--- src/rtl/stopwatch_mmss_counter.sv ---
`default_nettype none
// ============================================================================
// Module      : stopwatch_mmss_counter
// Description : Timebase and BCD MM:SS up/down counter for the board stopwatch.
//               An internal prescaler divides CLOCK_50 down to the count rate.
//               Single-cycle command pulses start/pause, reverse and clear the
//               count. The four digits feed the seven-segment decoders.
// Ports       : CLOCK_50        system clock, rising edge
//               reset_n         synchronous active-low reset
//               run_tgl         pulse: toggle run/pause
//               dir_tgl         pulse: toggle count direction
//               clear           pulse: zero digits and prescaler
//               m1/m0/s1/s0     BCD digits MM:SS
//               up              1 = counting up
//               running         1 = counting enabled
//               tick            one-cycle pulse per count event
//               wrap            one-cycle pulse on 59:59<->00:00 rollover
// Revision    : 1.0 - initial release
// ============================================================================
module stopwatch_mmss_counter #(
  parameter int CLK_HZ  = 50000000,
  parameter int TICK_HZ = 1
) (
  input  logic       CLOCK_50,
  input  logic       reset_n,
  input  logic       run_tgl,
  input  logic       dir_tgl,
  input  logic       clear,
  output logic [3:0] m1,
  output logic [3:0] m0,
  output logic [3:0] s1,
  output logic [3:0] s0,
  output logic       up,
  output logic       running,
  output logic       tick,
  output logic       wrap
);

  localparam int              DIV       = CLK_HZ / TICK_HZ;
  localparam int              PW        = $clog2(DIV);
  localparam logic [PW-1:0]   PRESC_MAX = PW'(DIV - 1);
  localparam logic [3:0]      C_NINE    = 4'd9;
  localparam logic [3:0]      C_FIVE    = 4'd5;

  // Registered state
  logic [PW-1:0] presc_q, presc_d;
  logic [3:0]    m1_q, m1_d;
  logic [3:0]    m0_q, m0_d;
  logic [3:0]    s1_q, s1_d;
  logic [3:0]    s0_q, s0_d;
  logic          up_q, up_d;
  logic          running_q, running_d;

  // Combinational helpers
  logic          tick_w;
  logic          wrap_w;
  logic          at_max_w;
  logic          at_zero_w;
  logic [3:0]    m1_step, m0_step, s1_step, s0_step;

  // Digit increment with rollover at lim.
  function automatic logic [3:0] bcd_inc(input logic [3:0] d, input logic [3:0] lim);
    return (d == lim) ? 4'd0 : d + 4'd1;
  endfunction

  // Digit decrement with rollunder to lim.
  function automatic logic [3:0] bcd_dec(input logic [3:0] d, input logic [3:0] lim);
    return (d == 4'd0) ? lim : d - 4'd1;
  endfunction

  // Clear suppresses the tick in the same cycle, so wrap is suppressed too.
  always_comb begin
    at_max_w  = (m1_q == C_FIVE) && (m0_q == C_NINE) &&
                (s1_q == C_FIVE) && (s0_q == C_NINE);
    at_zero_w = (m1_q == 4'd0) && (m0_q == 4'd0) &&
                (s1_q == 4'd0) && (s0_q == 4'd0);
    tick_w    = running_q && (presc_q == PRESC_MAX) && !clear;
    wrap_w    = tick_w && (up_q ? at_max_w : at_zero_w);
  end

  // One count step in the current direction. A digit moves only when every
  // lower digit is rolling over (up) or rolling under (down).
  always_comb begin
    m1_step = m1_q;
    m0_step = m0_q;
    s1_step = s1_q;
    s0_step = s0_q;
    if (up_q) begin
      s0_step = bcd_inc(s0_q, C_NINE);
      if (s0_q == C_NINE) begin
        s1_step = bcd_inc(s1_q, C_FIVE);
        if (s1_q == C_FIVE) begin
          m0_step = bcd_inc(m0_q, C_NINE);
          if (m0_q == C_NINE) begin
            m1_step = bcd_inc(m1_q, C_FIVE);
          end
        end
      end
    end else begin
      s0_step = bcd_dec(s0_q, C_NINE);
      if (s0_q == 4'd0) begin
        s1_step = bcd_dec(s1_q, C_FIVE);
        if (s1_q == 4'd0) begin
          m0_step = bcd_dec(m0_q, C_NINE);
          if (m0_q == 4'd0) begin
            m1_step = bcd_dec(m1_q, C_FIVE);
          end
        end
      end
    end
  end

  // Next-state selection. Direction and run toggles land after the count
  // step is chosen, so a coincident tick uses the old direction and a
  // coincident pause still lets the tick complete.
  always_comb begin
    presc_d   = presc_q;
    m1_d      = m1_q;
    m0_d      = m0_q;
    s1_d      = s1_q;
    s0_d      = s0_q;
    up_d      = up_q ^ dir_tgl;
    running_d = running_q ^ run_tgl;
    if (clear) begin
      presc_d = '0;
      m1_d    = 4'd0;
      m0_d    = 4'd0;
      s1_d    = 4'd0;
      s0_d    = 4'd0;
    end else if (tick_w) begin
      presc_d = '0;
      m1_d    = m1_step;
      m0_d    = m0_step;
      s1_d    = s1_step;
      s0_d    = s0_step;
    end else if (running_q) begin
      presc_d = presc_q + 1'b1;
    end
  end

  always_ff @(posedge CLOCK_50) begin
    if (!reset_n) begin
      presc_q   <= '0;
      m1_q      <= 4'd0;
      m0_q      <= 4'd0;
      s1_q      <= 4'd0;
      s0_q      <= 4'd0;
      up_q      <= 1'b1;
      running_q <= 1'b1;
    end else begin
      presc_q   <= presc_d;
      m1_q      <= m1_d;
      m0_q      <= m0_d;
      s1_q      <= s1_d;
      s0_q      <= s0_d;
      up_q      <= up_d;
      running_q <= running_d;
    end
  end

  assign m1      = m1_q;
  assign m0      = m0_q;
  assign s1      = s1_q;
  assign s0      = s0_q;
  assign up      = up_q;
  assign running = running_q;
  assign tick    = tick_w;
  assign wrap    = wrap_w;

endmodule
`default_nettype wire

--- config.mk ---
export PLATFORM = sky130hd
export DESIGN_NAME = stopwatch_mmss_counter
export DESIGN_NICKNAME = d
export VERILOG_FILES = /design/src/rtl/stopwatch_mmss_counter.sv
export SDC_FILE = /design/constraint.sdc
export NUM_CORES = 1
export LEC_CHECK = 0
export ABC_AREA = 1
export BUFFER_PORTS_ARGS = -buffer_cell sky130_fd_sc_hd__buf_2
export CAP_MARGIN = 5
export CORE_MARGIN = 5
export CORE_UTILIZATION = 45
export CTS_CLUSTER_DIAMETER = 120
export DETAILED_ROUTE_END_ITERATION = 12
export GPL_ROUTABILITY_DRIVEN = 1
export PLACE_DENSITY = 0.68
export SYNTH_ARGS = -nofsm -noshare
export SYNTH_HDL_FRONTEND = slang
export SYNTH_SLANG_ARGS = --single-unit
--- constraint.sdc ---
create_clock -name CLOCK_50 -period 1.9 [get_ports CLOCK_50]
set_input_delay 0.095 -clock CLOCK_50 [delete_from_list [all_inputs] [get_ports CLOCK_50]]
set_output_delay 0.095 -clock CLOCK_50 [all_outputs]
set_load 0.01 [all_outputs]
# Yosys cells after proc, flatten, opt, wreduce, memory -nomap -nowiden
# Index checks and enable logic that the tools add are counted.
# word_totals
mem_count,0
output_inout_bits,20
ff_bits,44
wordCells,74
latchBits,0
inputBits,5
mem_bits_ro,0
ram_bits,0
# op_classes
n_mux,25
n_div,0
n_mul,0
bitwise,3
eq_ne,8
shifts,0
addsub,9
magnitude_cmp,0
n_reduce_logical,22
# ops
operator,n
$mux 4,24
$add 26x1->26 const B,1
$eq 26x26->1 const B,1
$add 4x1->4 const B,4
$logic_not 4->1,4
$sub 4x1->4 const B,4
$logic_and 1x1->1,9
$eq 4x3->1 const B,2
$eq 4x4->1 const B,2
$reduce_and 7->1,1
$ne 2x1->1 const B,3
$reduce_bool 2->1,3
$reduce_and 5->1,1
$reduce_and 3->1,1
$reduce_or 3->1,1
$reduce_or 2->1,1
$xor 1x1->1,2
$logic_not 1->1,1
$mux 1,1
$not 1->1,1

# Longest topological paths before layout
# Gate-level depths: netlist of the first run.
# depth
ltp_word,6
ltp_mapped,12
depth_no_buf,10

# Least setup slack after synthesis of the first run
# No wires, ideal clock.
# synth_path
kind,reg2out
start,"reg running_q, in the netlist running"
end,out wrap
stages_incl_launch_ff,8
required_ns,1.805
arrival_ns,1.349
path_slack_ns,0.456
n_path_buf,1
cell_sequence,dfxtp_1 buf_4 nand2_1 nor2_1 nand3_2 nor2_8 inv_2 nor3_1
# synth_between
elab_chain_len,3
# synth_lines
element,line,rtl
start: declaration,52,"logic running_q, running_d;"
start signal: assignment,157,running_q <= running_d;
$logic_and 1x1->1 (2 in a row),77,tick_w = running_q && (presc_q == PRESC_MAX) && !clear;
named net tick,35,"output logic tick,"
$logic_and 1x1->1,78,wrap_w = tick_w && (up_q ? at_max_w : at_zero_w);
end: declaration,36,output logic wrap
# The timed path passes the listed nets, and every way through them passes these cells.

# Worst setup path after layout of the first run
# layout_path
start,reg presc_q[0]
end,out wrap
# layout_between
elab_chain_len,4
# layout_lines
element,line,rtl
start: declaration,46,"logic [PW-1:0] presc_q, presc_d;"
start signal: assignment,151,presc_q <= presc_d;
$eq 26x26->1,77,
$logic_and 1x1->1 (2 in a row),77,
$logic_and 1x1->1,78,
# Every way passes these cells.

==> results of run 1 <==
==> placed cells by master, fill, tap and decap left out, drive strengths merged <==
cell,count
dfxtp,44
buf,30
inv,69
nand3b,3
a31oi,1
a21boi,1
or2,1
nand2,124
nand4,10
ha,1
and3,2
xor2,9
nor3,15
o21bai,1
xnor2,4
bufinv,1
a21oi,16
clkbuf,6
nand3,34
dlygate4sd3,2
o21ai,24
nor2,98
clkinv,3
o21a,1
==> sequential cells by signal, indices dropped and copies added (netlist names) <==
signal / count
up: 1
running: 1
s1: 4
m0: 4
s0: 4
presc_q: 26
m1: 4
==> cell type report <==
cell class | count | area (um^2) | share of cell area
Multi-Input combinational cell | 345 | 1720 | 0.524
Sequential cell | 44 | 891 | 0.272
Inverter | 71 | 267 | 0.0813
Timing Repair Buffer | 32 | 198 | 0.0603
Tap cell | 77 | 96.3 | 0.0294
Clock buffer | 6 | 72.6 | 0.0221
Clock inverter | 2 | 35.0 | 0.0107
==> power groups by stage <==
stage                     combinational, W  sequential (W)  clock [W]
after floorplan                  0.0000925        0.000956          0
after global placement            0.000121        0.000962          0
after detailed placement          0.000121        0.000963          0
after CTS                         0.000126        0.000941   0.000749
after global routing              0.000143        0.000945   0.000789
final                             0.000128        0.000943   0.000728
==> kinds of logic after synthesis <==
family,after synthesis,synth area share
AND/OR/NAND/NOR,287,0.464
buffers and inverters,79,0.110
AO/OA/AOI/OAI,44,0.0790
flip-flops,44,0.304
XOR/XNOR,13,0.0393
adder cells (fa/ha/maj),1,0.00431
==> worst max-delay path, cell delays in order, from the launching register on <==
cell	delay, ns
dfxtp_2	0.39
ha_4	0.15
nand3_1	0.11
nor2_2	0.14
nand2_2	0.10
nor2_8	0.14
inv_2	0.03
nor3_1	0.16
buf_2	0.16
==> metrics by stage <==
stage	hold WS [ns]	instance area, um^2	instances	setup slack, ns	utilization
2_1_floorplan	0.164	2900	468	0.456	-
3_3_place_gp	0.295	3100	564	0.227	0.491
3_5_place_dp	0.299	3100	564	0.224	0.491
4_1_cts	0.00634	3240	576	0.0174	0.514
5_1_grt	0.00344	3280	577	0.000192	0.519
6_report	0.00887	3280	577	0.119	0.519
==> metal layers <==
metal,part of all wire,GRT usage,vias up,wire (um)
met5,0,0,-,0
met4,0.013,0.0558,0,95
met3,0.058,0.0300,11,410
met2,0.44,0.266,88,3100
met1,0.49,0.251,1297,3460
li1,-,-,1526,-
==> synth_stat cells, types with 2 or more instances <==
| cell type | n | area (um^2) |
|---|---|---|
| a21oi_1 | 16 | 80.1 |
| and3_1 | 2 | 12.5 |
| buf_2 | 5 | 25.0 |
| clkinv_1 | 2 | 7.51 |
| dfxtp_1 | 44 | 881 |
| inv_1 | 58 | 218 |
| inv_2 | 11 | 41.3 |
| nand2_1 | 113 | 424 |
| nand2_2 | 10 | 62.6 |
| nand3_1 | 31 | 155 |
| nand3_4 | 2 | 35.0 |
| nand3b_1 | 3 | 22.5 |
| nand4_1 | 10 | 62.6 |
| nor2_1 | 86 | 323 |
| nor2_2 | 5 | 31.3 |
| nor2_4 | 4 | 45.0 |
| nor2_8 | 3 | 60.1 |
| nor3_1 | 13 | 65.1 |
| nor3_2 | 2 | 20.0 |
| o21ai_0 | 23 | 115 |
| xnor2_1 | 4 | 35.0 |
| xor2_1 | 9 | 78.8 |
==> path summary, 6_finish.rpt <==
kind,slack [ns],from,end
max,0.12,presc_q[0],wrap
min reg2reg,0.48,presc_q[25],presc_q[25]
min,0.009,dir_tgl,up
max reg2reg,0.24,presc_q[0],m0[0]
==> what timing repair did <==
| item | 4_1_cts | 5_1_grt |
|---|---|---|
| gates resized for setup | 0 | 13 |
| hold buffers | 2 | 0 |
| endpoints found under the hold margin | 2 | 0 |
| buffers inserted | 2 | 1 |
| setup endpoints to repair | 1 | 3 |
| pin swaps | 1 | 1 |
==> flow_metrics.py, run 1 <==
metrics = {
    "floorplan": {
        "fp.dieW_um": 90.3,
        "dieArea_um2": 8150,
        "start_util": 0.459,
        "die_h_um": 90.3,
        "rows": 29,
        "core_area_um2": 6310,
        "num_io_pins": 25,
    },
    "clock_network": {
        "clk_pin_slew_ns": 0.09,
        "cts.sinks": 44,
        "clockBufferDepth": 2,
        "clock_latency_ns": 0.30,
        "cts.htree.levels": 2,
        "cts_tree": "built",
        "cts_root_buffer": "clkbuf_8",
        "cts_made_buffers": 5,
    },
    "grt": {
        "grt_pass1_vias": 2570,
        "grt_pass1_wl_um": 12200,
        "gr-usage-all-layers": 0.175,
        "antenna_found_initial": 0,
        "overflow": 0,
        "grt_max_degree": 21,
    },
    "placement": {
        "hpwl_um": 5200,
        "gp_congestion": 0.931,
        "io_buffers": 24,
    },
    "run": {
        "maxCapViolCount": 0,
    },
    "synth": {
        "yosys_warnings": 0,
        "synth-edff-count": 0,
        "synth_ff_type": "dfxtp_1",
        "yosysUniqueCellTypes": 34,
        "ys_seq_area_frac": 0.304,
        "synth_cells": 468,
        "synth_nets": 474,
        "ys_seq_elements": 44,
        "synth_area_um2": 2900,
        "avgSynthCellArea_um2": 6.20,
        "async_flop_share": 0,
    },
    "pwr": {
        "p_leak_nw": 1.43,
        "power_frac_clock": 0.405,
        "p_sw_w": 0.000434,
        "p_seq_frac": 0.524,
        "powerDensity_nw_per_um2": 549,
        "power.total_w": 0.00180,
        "swShare": 0.241,
        "peakVddDrop_mv": 0.275,
        "power.internal_w": 0.00137,
        "pwr-share-comb": 0.071,
    },
    "worst_setup_path": {
        "reg2regPathDepth": 10,
        "worstSetupPathType": "reg2out",
        "endpoint_kind": "primary output",
        "crit_fanout": 3,
        "arrival_ns": 1.69,
        "crit_required_ns": 1.80,
        "cp-start-kind": "register",
    },
    "timing": {
        "fmax_mhz": 561,
        "finalClockSkew_ns": 0.0145,
        "setup_tns_ns": 0,
        "hold_viol": 0,
        "worstMarginPinSlew_ns": 0.505,
        "finalSetupViolations": 0,
        "final.min_clock_period_ns": 1.78,
        "slew_headroom": 0.663,
        "min_period_over_period": 0.937,
        "finalMaxSlewViolations": 0,
        "rsz0062_at_grt": "no",
    },
    "detailed_routing": {
        "drt_wl_total_um": 7070,
        "vias": 2922,
        "drc": 0,
        "wire_per_inst_um": 12.2,
        "drt_first_pass_iters": 4,
        "viasPerCell": 5.06,
        "ant_nets": 0,
        "drtIter0Drc": 207,
    },
    "cells_and_area": {
        "drive_gt1_frac": 0.178,
        "nFillCells": 640,
        "syn2layout_area_growth_pct": 13.0,
        "final_nets": 505,
        "diodes": 0,
    },
    "worst_hold_path": {
        "hold_path.class": "in2reg",
        "whs_path_depth": 3,
    },
    "outcome": {
        "status": "complete, no violations",
    },
}
No activity file was read; power rests on OpenSTA's default activity.
==> inputs of run 2 (changes only) <==
Settings changed: ABC_AREA 1 to unset, CORE_UTILIZATION 45 to 55, PLACE_DENSITY 0.68 to 0.77.
==> flow_metrics.py, run 2 <==
metrics = {
    "worst_setup_path": {
        "path_cells": "ha_4 -> nand2_4 -> nor4_4 -> buf_4 -> nand4_4 -> or4_4 -> a21oi_2",
        "max_stage_delay_ns": 0.54,
        "cp-start-kind": "register",
        "worstSetupPathType": "reg2reg",
        "endpoint_kind": "register",
        "arrival_ns": 2.27,
        "slowest_stage": "or4_4",
        "r2r-end": "m1[1]",
        "reg2reg_slack_ns": -0.13,
        "reg2regPathDepth": 7,
        "crit_required_ns": 2.14,
        "reg2reg_from": "presc_q[1]",
        "crit_fanout": 5,
    },
    "synth": {
        "ys_seq_area_frac": 0.348,
        "synth_top_family_by_area": "simple AND/OR/NAND/NOR gates",
        "synth_ff_type": "dfxtp_1",
        "ys_seq_elements": 44,
        "synth_compound_area_frac": 0.132,
        "synth_cells": 317,
        "async_flop_share": 0,
        "yosys_warnings": 0,
        "synth_top_area_cell": "dfxtp_1",
        "muxShareOfSynthArea": 0.0158,
        "synth_xor_area_frac": 0.121,
        "synth_area_um2": 2530,
        "synthTopCellsByArea": "dfxtp_1, xnor2_1, nor2_1",
        "synth_common_cells": "nor2_1, dfxtp_1, xnor2_1",
        "synth_top_cell_area_share": 0.348,
        "synthSimpleGateAreaFrac": 0.321,
        "synth-edff-count": 0,
        "avgSynthCellArea_um2": 7.99,
        "synth_nets": 323,
        "synth_fa_ha_area_frac": 0.00494,
        "yosysUniqueCellTypes": 54,
        "yosysMostFrequentCell": "nor2_1",
    },
    "detailed_routing": {
        "ant_nets": 0,
        "wire_per_inst_um": 16.7,
        "viasPerCell": 6.07,
        "drt_wl_total_um": 7320,
        "drt_first_pass_iters": 5,
        "drtIter0Drc": 205,
        "vias": 2659,
        "drc": 0,
    },
    "clock_network": {
        "cts_root_buffer": "clkbuf_8",
        "cts_tree": "built",
        "cts.htree.levels": 2,
        "clock_latency_ns": 0.30,
        "cts_made_buffers": 5,
        "clockBufferDepth": 2,
        "cts.sinks": 44,
        "clk_pin_slew_ns": 0.09,
    },
    "cells_and_area": {
        "regMostFlops": "presc_q",
        "finish.instance_area_um2": 3380,
        "largest_reg_flops": 26,
        "final_cells": 438,
        "drive_gt1_frac": 0.358,
        "layout_common_cells": "buf_4, nor2_1, dfxtp_1",
        "final_common_cell": "buf_4",
        "final_nets": 391,
        "syn2layout_area_growth_pct": 33.4,
        "diodes": 0,
        "utilization": 0.766,
    },
    "placement": {
        "hpwl_um": 4180,
        "gp_congestion": 0.822,
        "placed_cells": 413,
        "io_buffers": 24,
        "placed_area_um2": 2950,
    },
    "pwr": {
        "peakVddDrop_mv": 0.442,
        "p_leak_nw": 1.29,
        "powerDensity_nw_per_um2": 514,
        "power.total_w": 0.00174,
    },
    "grt": {
        "gr-usage-all-layers": 0.222,
        "overflow": 0,
        "grt_pass1_wl_um": 11200,
        "antenna_found_initial": 0,
        "grt_max_degree": 27,
        "grt_pass1_vias": 2421,
    },
    "timing": {
        "finalMaxSlewViolations": 0,
        "finalSetupViolations": 7,
        "fin_ws_ns": -0.134,
        "worstMarginPinSlew_ns": 0.674,
        "final.min_clock_period_ns": 2.03,
        "rsz0062_at_grt": "yes",
        "finalClockSkew_ns": 0.00968,
        "worst_hold_slack_ns": 0.0203,
        "min_period_over_period": 1.07,
        "hold_viol": 0,
        "slew_headroom": 0.551,
        "fmax_mhz": 492,
    },
    "worst_hold_path": {
        "whs_path_depth": 3,
        "hold_path.class": "in2reg",
        "hold_end": "up",
        "hold_start": "dir_tgl",
    },
    "floorplan": {
        "core_area_um2": 4410,
        "rows": 24,
        "num_io_pins": 25,
        "die_h_um": 77.9,
        "fp.dieW_um": 77.9,
        "start_util": 0.574,
        "dieArea_um2": 6060,
    },
    "outcome": {
        "status": "finished with violations",
        "violations": "setup timing",
    },
    "run": {
        "maxCapViolCount": 0,
    },
}
run 2: changes by cell type in the layout (fill, tap and decap cells not counted), sizes merged, moves of 10 or more:
cell	before	now
nand2	124	18
inv	69	11
nor2	98	46
buf	30	81
xnor2	4	26
nand3	34	14
nor4	0	11
o21ai	24	14
run 2: what timing repair did:
action	4_1_cts	5_1_grt
resized for setup	20	35
buffers inserted	11	5
pin swaps	8	12
setup endpoints to repair	6	14
endpoints found under the hold margin	2	0
hold buffers	1	0
run 2: per-stage QoR:
step	setup TNS, ns	setup WS [ns]
after CTS	-0.0931	-0.0931
after floorplan	0	0.00494
final	-0.414	-0.134
after global routing	-1.23	-0.214
after detailed placement	-0.113	-0.0566
after global placement	-0.00196	-0.00196
run 2: area by class of cell:
type	count	area, um^2
Clock buffer	6	82.6
Clock inverter	2	15.0
Inverter	11	41.3
Tap cell	52	65.1
Sequential cell	44	911
Fill cell	276	1030
Multi-Input combinational cell	241	1670
Timing Repair Buffer	82	597
run 2: where the power goes:
part / total, W / internal [W] / leakage, nW / switching [W]
Sequential: 0.000935 / 0.000924 / 0.361 / 0.0000115
Clock: 0.000628 / 0.000294 / 0.0434 / 0.000334
Combinational: 0.000175 / 0.0000808 / 0.885 / 0.0000943
run 2: how the worst max path moves through the flow:
stage / start / to / cells after the start
floorplan: running / m1[1] / 6
global placement: presc_q[1] / m1[1] / 6
detailed placement: presc_q[1] / m1[1] / 6
CTS: up / wrap / 6
global route: m0[0] / wrap / 6
finish: presc_q[1] / m1[1] / 7
run 2: per-layer routing:
| layer | up-vias | track usage | wire length, um |
|---|---|---|---|
| met5 | - | 0 | 0 |
| met4 | 0 | 0.0808 | 166 |
| met3 | 23 | 0.0498 | 496 |
| met2 | 128 | 0.354 | 3600 |
| met1 | 1255 | 0.292 | 3060 |
| li1 | 1253 | - | - |
run 2: logic make-up after synthesis:
| group | count (synthesis) |
|---|---|
| AOI/OAI and AO/OA | 52 |
| xor gates and xnor gates | 35 |
| adders and majority gates | 1 |
| buffers and inverters | 32 |
| DFF | 44 |
| muxes | 4 |
| and+or+nand+nor | 149 |
run 2: worst max-delay path, delay by kind of cell, from the launching register on:
family	cells	cell delay (ns)
and+or+nand+nor	4	1.12
adders and majority gates	1	0.15
buffers and inverters	1	0.20
AOI/OAI and AO/OA	1	0.13
DFF	1	0.37
==> inputs of run 3 (changes only) <==
Settings changed: CAP_MARGIN 5 to unset, CORE_UTILIZATION 55 to 50, PLACE_DENSITY 0.77 to 0.71.
==> flow_metrics.py, run 3 (synthesis results as in run 2) <==
metrics = {
    "timing": {
        "finalMaxSlewViolations": 0,
        "finalSetupViolations": 1,
        "worst_hold_slack_ns": 0.00356,
        "min_period_over_period": 1.05,
        "hold_viol": 0,
        "worstMarginPinSlew_ns": 0.605,
        "slew_headroom": 0.596,
        "fmax_mhz": 501,
        "final.min_clock_period_ns": 2.00,
        "rsz0062_at_grt": "yes",
        "fin_ws_ns": -0.0962,
        "finalClockSkew_ns": 0.00601,
    },
    "clock_network": {
        "cts_tree": "built",
        "cts_made_buffers": 5,
        "clock_latency_ns": 0.30,
        "cts.htree.levels": 2,
        "cts.sinks": 44,
        "clk_pin_slew_ns": 0.09,
        "cts_root_buffer": "clkbuf_8",
        "clockBufferDepth": 2,
    },
    "placement": {
        "io_buffers": 24,
        "gp_congestion": 0.862,
        "hpwl_um": 4200,
        "placed_cells": 432,
    },
    "worst_setup_path": {
        "path_cells": "or3_1 -> a211oi_2 -> buf_4 -> o211ai_1 -> nor4_1 -> buf_2",
        "endpoint_kind": "primary output",
        "slowest_stage": "dfxtp_4",
        "crit_fanout": 9,
        "reg2regPathDepth": 7,
        "max_stage_delay_ns": 0.40,
        "cp-start-kind": "register",
        "arrival_ns": 1.90,
        "crit_required_ns": 1.80,
        "worstSetupPathType": "reg2out",
    },
    "detailed_routing": {
        "drt_wl_total_um": 6250,
        "ant_nets": 0,
        "vias": 2473,
        "wl_met1_um": 2850,
        "wire_per_inst_um": 14.0,
        "drt_first_pass_iters": 4,
        "drtIter0Drc": 187,
        "top_layer": "met4",
        "met3_length_um": 223,
        "routed-wl-met2_um": 3050,
        "drc": 0,
        "viasPerCell": 5.53,
    },
    "pwr": {
        "power.total_w": 0.00190,
        "p_leak_nw": 1.23,
        "peakVddDrop_mv": 0.452,
        "powerDensity_nw_per_um2": 574,
    },
    "cells_and_area": {
        "largest_reg_flops": 26,
        "utilization": 0.660,
        "final_common_cell": "nor2_1",
        "final_cells": 447,
        "final_nets": 382,
        "syn2layout_area_growth_pct": 30.5,
        "layout_common_cells": "nor2_1, buf_4, dfxtp_1",
        "regMostFlops": "presc_q",
        "diodes": 0,
        "nFillCells": 427,
        "drive_gt1_frac": 0.324,
    },
    "floorplan": {
        "start_util": 0.506,
        "fp.dieW_um": 81.2,
        "core_area_um2": 5010,
        "rows": 26,
        "die_h_um": 81.2,
        "num_io_pins": 25,
        "dieArea_um2": 6590,
    },
    "grt": {
        "overflow": 0,
        "grt_pass1_wl_um": 10200,
        "gr-usage-all-layers": 0.195,
        "antenna_found_initial": 0,
        "grt_pass1_vias": 2267,
        "grt_max_degree": 27,
    },
    "outcome": {
        "status": "finished with violations",
        "violations": "setup timing",
    },
    "worst_hold_path": {
        "whs_path_depth": 3,
        "hold_path.class": "in2reg",
    },
    "run": {
        "maxCapViolCount": 0,
    },
}
[run 3: cell count changes in the layout (fill, tap and decap cells not counted), moves of 2 or more]
cell        delta
a21oi_1        +3
a21oi_2        -3
buf_4          -7
buf_6          -3
clkinvlp_4     -2
dfxtp_2        +5
dfxtp_4        -4
nand2_2        +2
nand2_4        -2
[run 3: layout make-up]
type                       count  area [um^2]  share of cell area
clock inverter                 1         30.0             0.00908
sequential                    44          902               0.273
timing repair buffer          73          526               0.159
tap                           70         87.6              0.0265
multi-input combinational    241         1620               0.491
clock buffer                   7         96.3              0.0291
inverter                      11         41.3              0.0125
[run 3: what timing repair did]
| item | in CTS | in global routing |
|---|---|---|
| hold buffers | 1 | 0 |
| pin swaps | 6 | 14 |
| resized for setup | 7 | 34 |
| hold endpoints to repair | 1 | 0 |
| cloned | 0 | 0 |
| endpoints found under the setup margin | 6 | 12 |
| buffers inserted | 4 | 2 |
[run 3: metal layers]
metal / up-vias / global-route usage
met4: 0 / 0.0726
met3: 13 / 0.0410
met2: 53 / 0.323
met5: - / 0
met1: 1178 / 0.248
li1: 1229 / -
[run 3: per-stage QoR]
step / instance area [um^2] / worst slack (ns) / setup TNS (ns)
floorplan: 2550 / 0.00494 / 0
global placement: 2980 / -0.0346 / -0.0346
detailed placement: 2980 / -0.0611 / -0.108
CTS: 3170 / -0.0544 / -0.0544
global route: 3310 / -0.211 / -0.669
finish: 3310 / -0.0962 / -0.0962
[run 3: power by group]
| group | internal, W | total [W] | switching [W] |
|---|---|---|---|
| Clock | 0.000464 | 0.000799 | 0.000335 |
| Sequential | 0.000928 | 0.000941 | 0.0000132 |
| Combinational | 0.0000742 | 0.000158 | 0.0000842 |
[run 3: worst paths after layout]
kind            endpoint  slack [ns]        start
max                 wrap        -0.1           up
min reg2reg  presc_q[17]        0.52  presc_q[17]
max reg2reg        m1[1]           0  presc_q[24]
min                   up       0.004      dir_tgl
[run 3: critical path: cells and delay by family, from the launching register on]
family          cells  cell delay (ns)
compound gates      2             0.34
flops               1             0.40
buf+inv             2             0.33
simple gates        2             0.53
